`config.mk`:
```
export PLATFORM = sky130hd
export DESIGN_NAME = usart_tx
export DESIGN_NICKNAME = d
export VERILOG_FILES = /design/src/rtl/usart_pkg.sv /design/src/rtl/usart_tx.sv
export SDC_FILE = /design/constraint.sdc
export NUM_CORES = 1
export LEC_CHECK = 0
export ABC_AREA = 1
export CAP_MARGIN = 25
export CORE_MARGIN = 8
export CORE_UTILIZATION = 56
export CTS_CLUSTER_DIAMETER = 50
export CTS_CLUSTER_SIZE = 28
export DETAILED_ROUTE_END_ITERATION = 12
export GPL_ROUTABILITY_DRIVEN = 0
export PLACE_DENSITY = 0.87
export RECOVER_POWER = 50
export SLEW_MARGIN = 20
export SYNTH_ARGS = -nofsm -noshare
export SYNTH_HDL_FRONTEND = slang
export SYNTH_SLANG_ARGS = --single-unit
export TNS_END_PERCENT = 5
```
`constraint.sdc`:
```
create_clock -name bit_clock_x16 -period 1.5 [get_ports bit_clock_x16]
set_clock_uncertainty 0.05 [all_clocks]
set_input_delay 0.3 -clock bit_clock_x16 [delete_from_list [all_inputs] [get_ports bit_clock_x16]]
set_output_delay 0.3 -clock bit_clock_x16 [all_outputs]
set_load 0.005 [all_outputs]
```
`src/rtl/usart_pkg.sv`:
```
// rtl/usart_pkg.sv - shared USART types and constants for the transmit and receive halves
package usart_pkg;

    localparam int DATA_BITS          = 8;
    localparam int DEFAULT_OVERSAMPLE = 16;

    // Frame phases; the receiver's START_BIT/DATA_BIT/STOP_BIT map onto START/DATA/STOP
    typedef enum logic [2:0] {
        IDLE   = 3'd0,
        START  = 3'd1,
        DATA   = 3'd2,
        PARITY = 3'd3,
        STOP   = 3'd4
    } usart_state_e;

endpackage

```
`src/rtl/usart_tx.sv`:
```
// rtl/usart_tx.sv - USART transmitter, LSB-first 8N1/8N2 frames; optional even parity via USART_TX_PARITY_EN
module usart_tx
    import usart_pkg::*;
#(
    parameter int STOP_BITS  = 1,
    parameter int OVERSAMPLE = DEFAULT_OVERSAMPLE
) (
    input  logic                 bit_clock_x16,
    input  logic                 reset,
    input  logic [DATA_BITS-1:0] data_in,
    input  logic                 send,
    output logic                 ready,
    output logic                 busy,
    output logic                 tx_done,
    output logic                 tx_pin
);

    localparam int OS_W     = $clog2(OVERSAMPLE);
    localparam int ST_W     = $clog2(2 * OVERSAMPLE);
    localparam int STOP_LEN = STOP_BITS * OVERSAMPLE;

    localparam logic [OS_W-1:0] OS_LAST   = OS_W'(OVERSAMPLE - 1);
    localparam logic [ST_W-1:0] STOP_LAST = ST_W'(STOP_LEN - 1);
    localparam logic [2:0]      BIT_LAST  = 3'(DATA_BITS - 1);

    usart_state_e         state, state_next;
    logic [OS_W-1:0]      os_cnt, os_next;
    logic [2:0]           bit_cnt, bit_next;
    logic [ST_W-1:0]      stop_cnt, stop_next;
    logic [DATA_BITS-1:0] shift, shift_next;
    logic [DATA_BITS-1:0] hold, hold_next;
    logic                 hold_full, hold_full_next;
    logic                 line_next;
    logic                 done_next;
    logic                 load;
`ifdef USART_TX_PARITY_EN
    logic                 parity, parity_next;
`endif

    assign busy = (state != IDLE) || hold_full;

    // Next-state, datapath updates and the value tx_pin takes on the next edge
    always_comb begin
        state_next     = state;
        os_next        = os_cnt;
        bit_next       = bit_cnt;
        stop_next      = stop_cnt;
        shift_next     = shift;
        hold_next      = hold;
        hold_full_next = hold_full;
        line_next      = 1'b1;
        done_next      = 1'b0;
        load           = 1'b0;
`ifdef USART_TX_PARITY_EN
        parity_next    = parity;
`endif

        if (send && ready) begin
            hold_next      = data_in;
            hold_full_next = 1'b1;
        end

        case (state)
            IDLE: begin
                if (hold_full) load = 1'b1;
            end
            START: begin
                line_next = 1'b0;
                os_next   = os_cnt + 1'b1;
                if (os_cnt == OS_LAST) state_next = DATA;
            end
            DATA: begin
                line_next = shift[0];
                os_next   = os_cnt + 1'b1;
                if (os_cnt == OS_LAST) begin
                    shift_next = {1'b0, shift[DATA_BITS-1:1]};
                    bit_next   = bit_cnt + 1'b1;
                    if (bit_cnt == BIT_LAST) begin
`ifdef USART_TX_PARITY_EN
                        state_next = PARITY;
`else
                        state_next = STOP;
`endif
                    end
                end
            end
`ifdef USART_TX_PARITY_EN
            PARITY: begin
                line_next = parity;
                os_next   = os_cnt + 1'b1;
                if (os_cnt == OS_LAST) state_next = STOP;
            end
`endif
            STOP: begin
                stop_next = stop_cnt + 1'b1;
                if (stop_cnt == STOP_LAST) begin
                    done_next = 1'b1;
                    stop_next = '0;
                    // A waiting byte starts its start bit right after this stop bit
                    if (hold_full) load = 1'b1;
                    else           state_next = IDLE;
                end
            end
            default: state_next = IDLE;
        endcase

        // Holding register moves into the shift register; ready stays low this cycle
        if (load) begin
            shift_next     = hold;
            hold_full_next = 1'b0;
            state_next     = START;
            os_next        = '0;
            bit_next       = '0;
`ifdef USART_TX_PARITY_EN
            parity_next    = ^hold;
`endif
        end
    end

    // State, counters, holding register and registered line/handshake outputs
    always_ff @(posedge bit_clock_x16) begin
        if (reset) begin
            state     <= IDLE;
            os_cnt    <= '0;
            bit_cnt   <= '0;
            stop_cnt  <= '0;
            shift     <= '0;
            hold      <= '0;
            hold_full <= 1'b0;
            ready     <= 1'b1;
            tx_pin    <= 1'b1;
            tx_done   <= 1'b0;
`ifdef USART_TX_PARITY_EN
            parity    <= 1'b0;
`endif
        end else begin
            state     <= state_next;
            os_cnt    <= os_next;
            bit_cnt   <= bit_next;
            stop_cnt  <= stop_next;
            shift     <= shift_next;
            hold      <= hold_next;
            hold_full <= hold_full_next;
            ready     <= !hold_full_next;
            tx_pin    <= line_next;
            tx_done   <= done_next;
`ifdef USART_TX_PARITY_EN
            parity    <= parity_next;
`endif
        end
    end

endmodule

```
==> metrics.yaml <==
sta:
  drv_slew: 0
  worst_pin_slew_ns: 0.312
  tns_ns: 0
  min_period_ns: 1.44
  setup_ws_ns: 0.0551
  relSlewSlack: 0.791
  rsz0062_at_grt: "true"
  finalCritPeriodShare: 0.963
  max_freq_ghz: 0.692
  finalSetupViolCount: 0
  hold_viol_final: 0
logic_synthesis:
  yosys_warnings: 0
  synthMuxAreaShare: 0
  netlist_area_um2: 1640
  yosys.area_share.simple: 0.365
  synth_nets: 222
  ys_seq_elements: 35
  synth_top_area_frac: 0.427
  synth_compound_area_frac: 0.105
  yosys.area.top_type: "dfxtp_1"
  synthTopCellsByArea: "dfxtp_1 (43%), nand2_1 (10%), nor2_1 (6.6%)"
  seq_area_frac_synth: 0.427
  synth_cell_types: 31
  syn_inst: 207
  avgSynthCellArea_um2: 7.92
  synthXorXnorAreaFrac: 0.0160
  yosys.area_share.adder: 0.0305
  synth_top_family_by_area: "simple AND/OR/NAND/NOR gates"
floorplan:
  coreArea_um2: 2780
  die_h_um: 70.1
  start_util: 0.589
  dieArea_um2: 4910
  die_w_um: 70.1
  std_cell_rows: 19
  io_pins: 15
global_routing:
  track_usage: 0.130
  grt-ovfl-total: 0
  antenna_found_initial: 0
  grt_pass1_wl_um: 5440
  grt_max_degree: 18
  use_met2: 0.221
  met3_usage: 0.0480
  met1_usage: 0.144
  grt_pass1_vias: 1300
  grt_most_used_layer: "met2"
status:
  run_status: "finished clean"
worst_setup_path:
  cp_max_fo: 9
  crit_buf_inv: 2
  cp_slowest_cell: "dfxtp_2"
  path_cells: "ha_1 -> nand2_1 -> inv_2 -> nand2_4 -> nand2_4 -> nand2_8 -> inv_2 -> nor2_8 -> nand2_1 -> nor2_1"
  cpPeakStageDelay_ns: 0.35
  worstPathRequired_ns: 1.72
  start_kind: "register"
  cp.arrival_ns: 1.67
  critPathKind: "register to register"
  end_kind: "register"
  crit_family: "simple AND/OR/NAND/NOR gates"
power_and_ir_drop:
  p_per_area_nw_per_um2: 1380
  peakVddDrop_mv: 1.19
  leakagePower_nw: 0.843
route:
  wire_per_inst_um: 11.4
  vias: 1387
  drt-initial-drc-count: 50
  drt-total-wl_um: 3110
  drc: 0
  via_per_inst: 5.10
  ant_nets: 0
  drtPass1Iterations: 7
cells_and_area:
  nets: 256
  antenna_cells: 0
  syn2layout_area_growth_pct: 24.4
  fin_area_um2: 2040
  drive_gt1_frac: 0.266
  final_util: 0.733
run:
  cap_violations: 0
cts:
  clock_latency_ns: 0.34
  cts_root_buf: "clkbuf_4"
  cts.clk_slew.worst_paths_ns: 0.10
  cts_tree: "done"
  cts_buffers: 5
  htreeDepth: 2
  cts_hold_buf: 0
  clockBufferDepth: 2
  clkSinkCount: 35
placed_design:
  placed_cell_area_um2: 1880
  dp_hpwl_um: 2250
  portBuffers: 14
  pre_cts_ws_ns: 0.00126
hold_path:
  hp-class: "register to register"
-- per-layer routing --
| layer | up-vias | routed length, um |
|---|---|---|
| met3 | 5 | 166 |
| met1 | 604 | 1400 |
| met4 | 0 | 32 |
| met5 | - | 0 |
| met2 | 33 | 1510 |
| li1 | 745 | - |
-- state kept, by name (all words and copies together) (netlist names) --
| signal | count |
|---|---|
| hold | 8 |
| shift | 8 |
| stop_cnt | 5 |
| os_cnt | 4 |
| bit_cnt | 3 |
| state | 3 |
| hold_full | 1 |
| ready | 1 |
| tx_done | 1 |
| tx_pin | 1 |
-- tightest hold or removal path, delay by kind of cell (launching register included) --
kind / cells / cell delay [ns]
and+or+nand+nor: 1 / 0.07
DFF: 1 / 0.33
AOI/OAI and AO/OA: 1 / 0.04
-- logic make-up after synthesis --
kind of cell / after synthesis
AOI/OAI and AO/OA: 30
buffers and inverters: 20
DFF: 35
and+or+nand+nor: 115
xor gates and xnor gates: 3
adders and majority gates: 4
-- cell usage after synthesis (all sizes together) --
| library cell | number |
|---|---|
| nor3 | 1 |
| nand3b | 6 |
| nand3 | 19 |
| xor2 | 1 |
| inv | 15 |
| o21ai | 14 |
| and3 | 1 |
| a211oi | 1 |
| clkbuf | 2 |
| buf | 2 |
| or2 | 1 |
| nand4 | 1 |
| clkinv | 1 |
| a21oi | 15 |
| nand2 | 51 |
| dfxtp | 35 |
| ha | 4 |
| xnor2 | 2 |
| nor2 | 35 |
-- stage by stage --
stage          hold slack [ns]  std cells  power (mW)
4_1_cts                  0.420        267        2.68
3_3_place_gp             0.390        259        2.15
6_report                 0.433        272        2.81
5_1_grt                  0.447        272        3.00
2_1_floorplan            0.319        207        1.90
3_5_place_dp             0.412        259        2.18
-- path summary, 6_finish.rpt --
check | cells past startpoint | slack, ns | end | from
worst max-delay path | 10 | 0.06 | state[2] | stop_cnt[0]
worst min-delay path | 2 | 0.43 | bit_cnt[1] | bit_cnt[1]
worst max register to register | 10 | 0.06 | state[2] | stop_cnt[0]
worst min register to register | 2 | 0.43 | bit_cnt[1] | bit_cnt[1]
-- final cells by class --
| class | count | area, um2 |
|---|---|---|
| multi-input cells | 152 | 875 |
| fillers | 198 | 742 |
| flip-flops and latches | 35 | 712 |
| repair buffers | 31 | 290 |
| inverters | 16 | 67.6 |
| clock buffers | 6 | 51.3 |
| well taps | 31 | 38.8 |
| clock inverters | 1 | 5.00 |
-- power breakdown --
part / internal [mW] / total [mW] / leakage (nW) / switching, mW
registers: 1.09 / 1.18 / 0.289 / 0.0980
logic: 0.499 / 1.11 / 0.520 / 0.615
clock network: 0.217 / 0.510 / 0.0341 / 0.294
total: 1.80 / 2.81 / 0.843 / 1.01
-- placed cells by master, fill, tap and decap left out, drive strengths merged, types with 2 or more instances in the layout --
master	Yosys	final
a21oi	15	15
buf	2	17
clkbuf	2	6
clkdlybuf4s50	0	9
clkinv	1	2
dfxtp	35	35
dlygate4sd2	0	2
ha	4	4
inv	15	15
nand2	51	51
nand3	19	19
nand3b	6	6
nor2	35	35
o21ai	14	14
xnor2	2	2
-- repair_timing --
action / 4_1_cts / 5_1_grt
resized for setup: 10 / 12
pin swaps: 0 / 3
setup endpoints to repair: 5 / 19
gates cloned: 0 / 0
buffers inserted: 1 / 5
No activity file was read; power rests on OpenSTA's default activity.
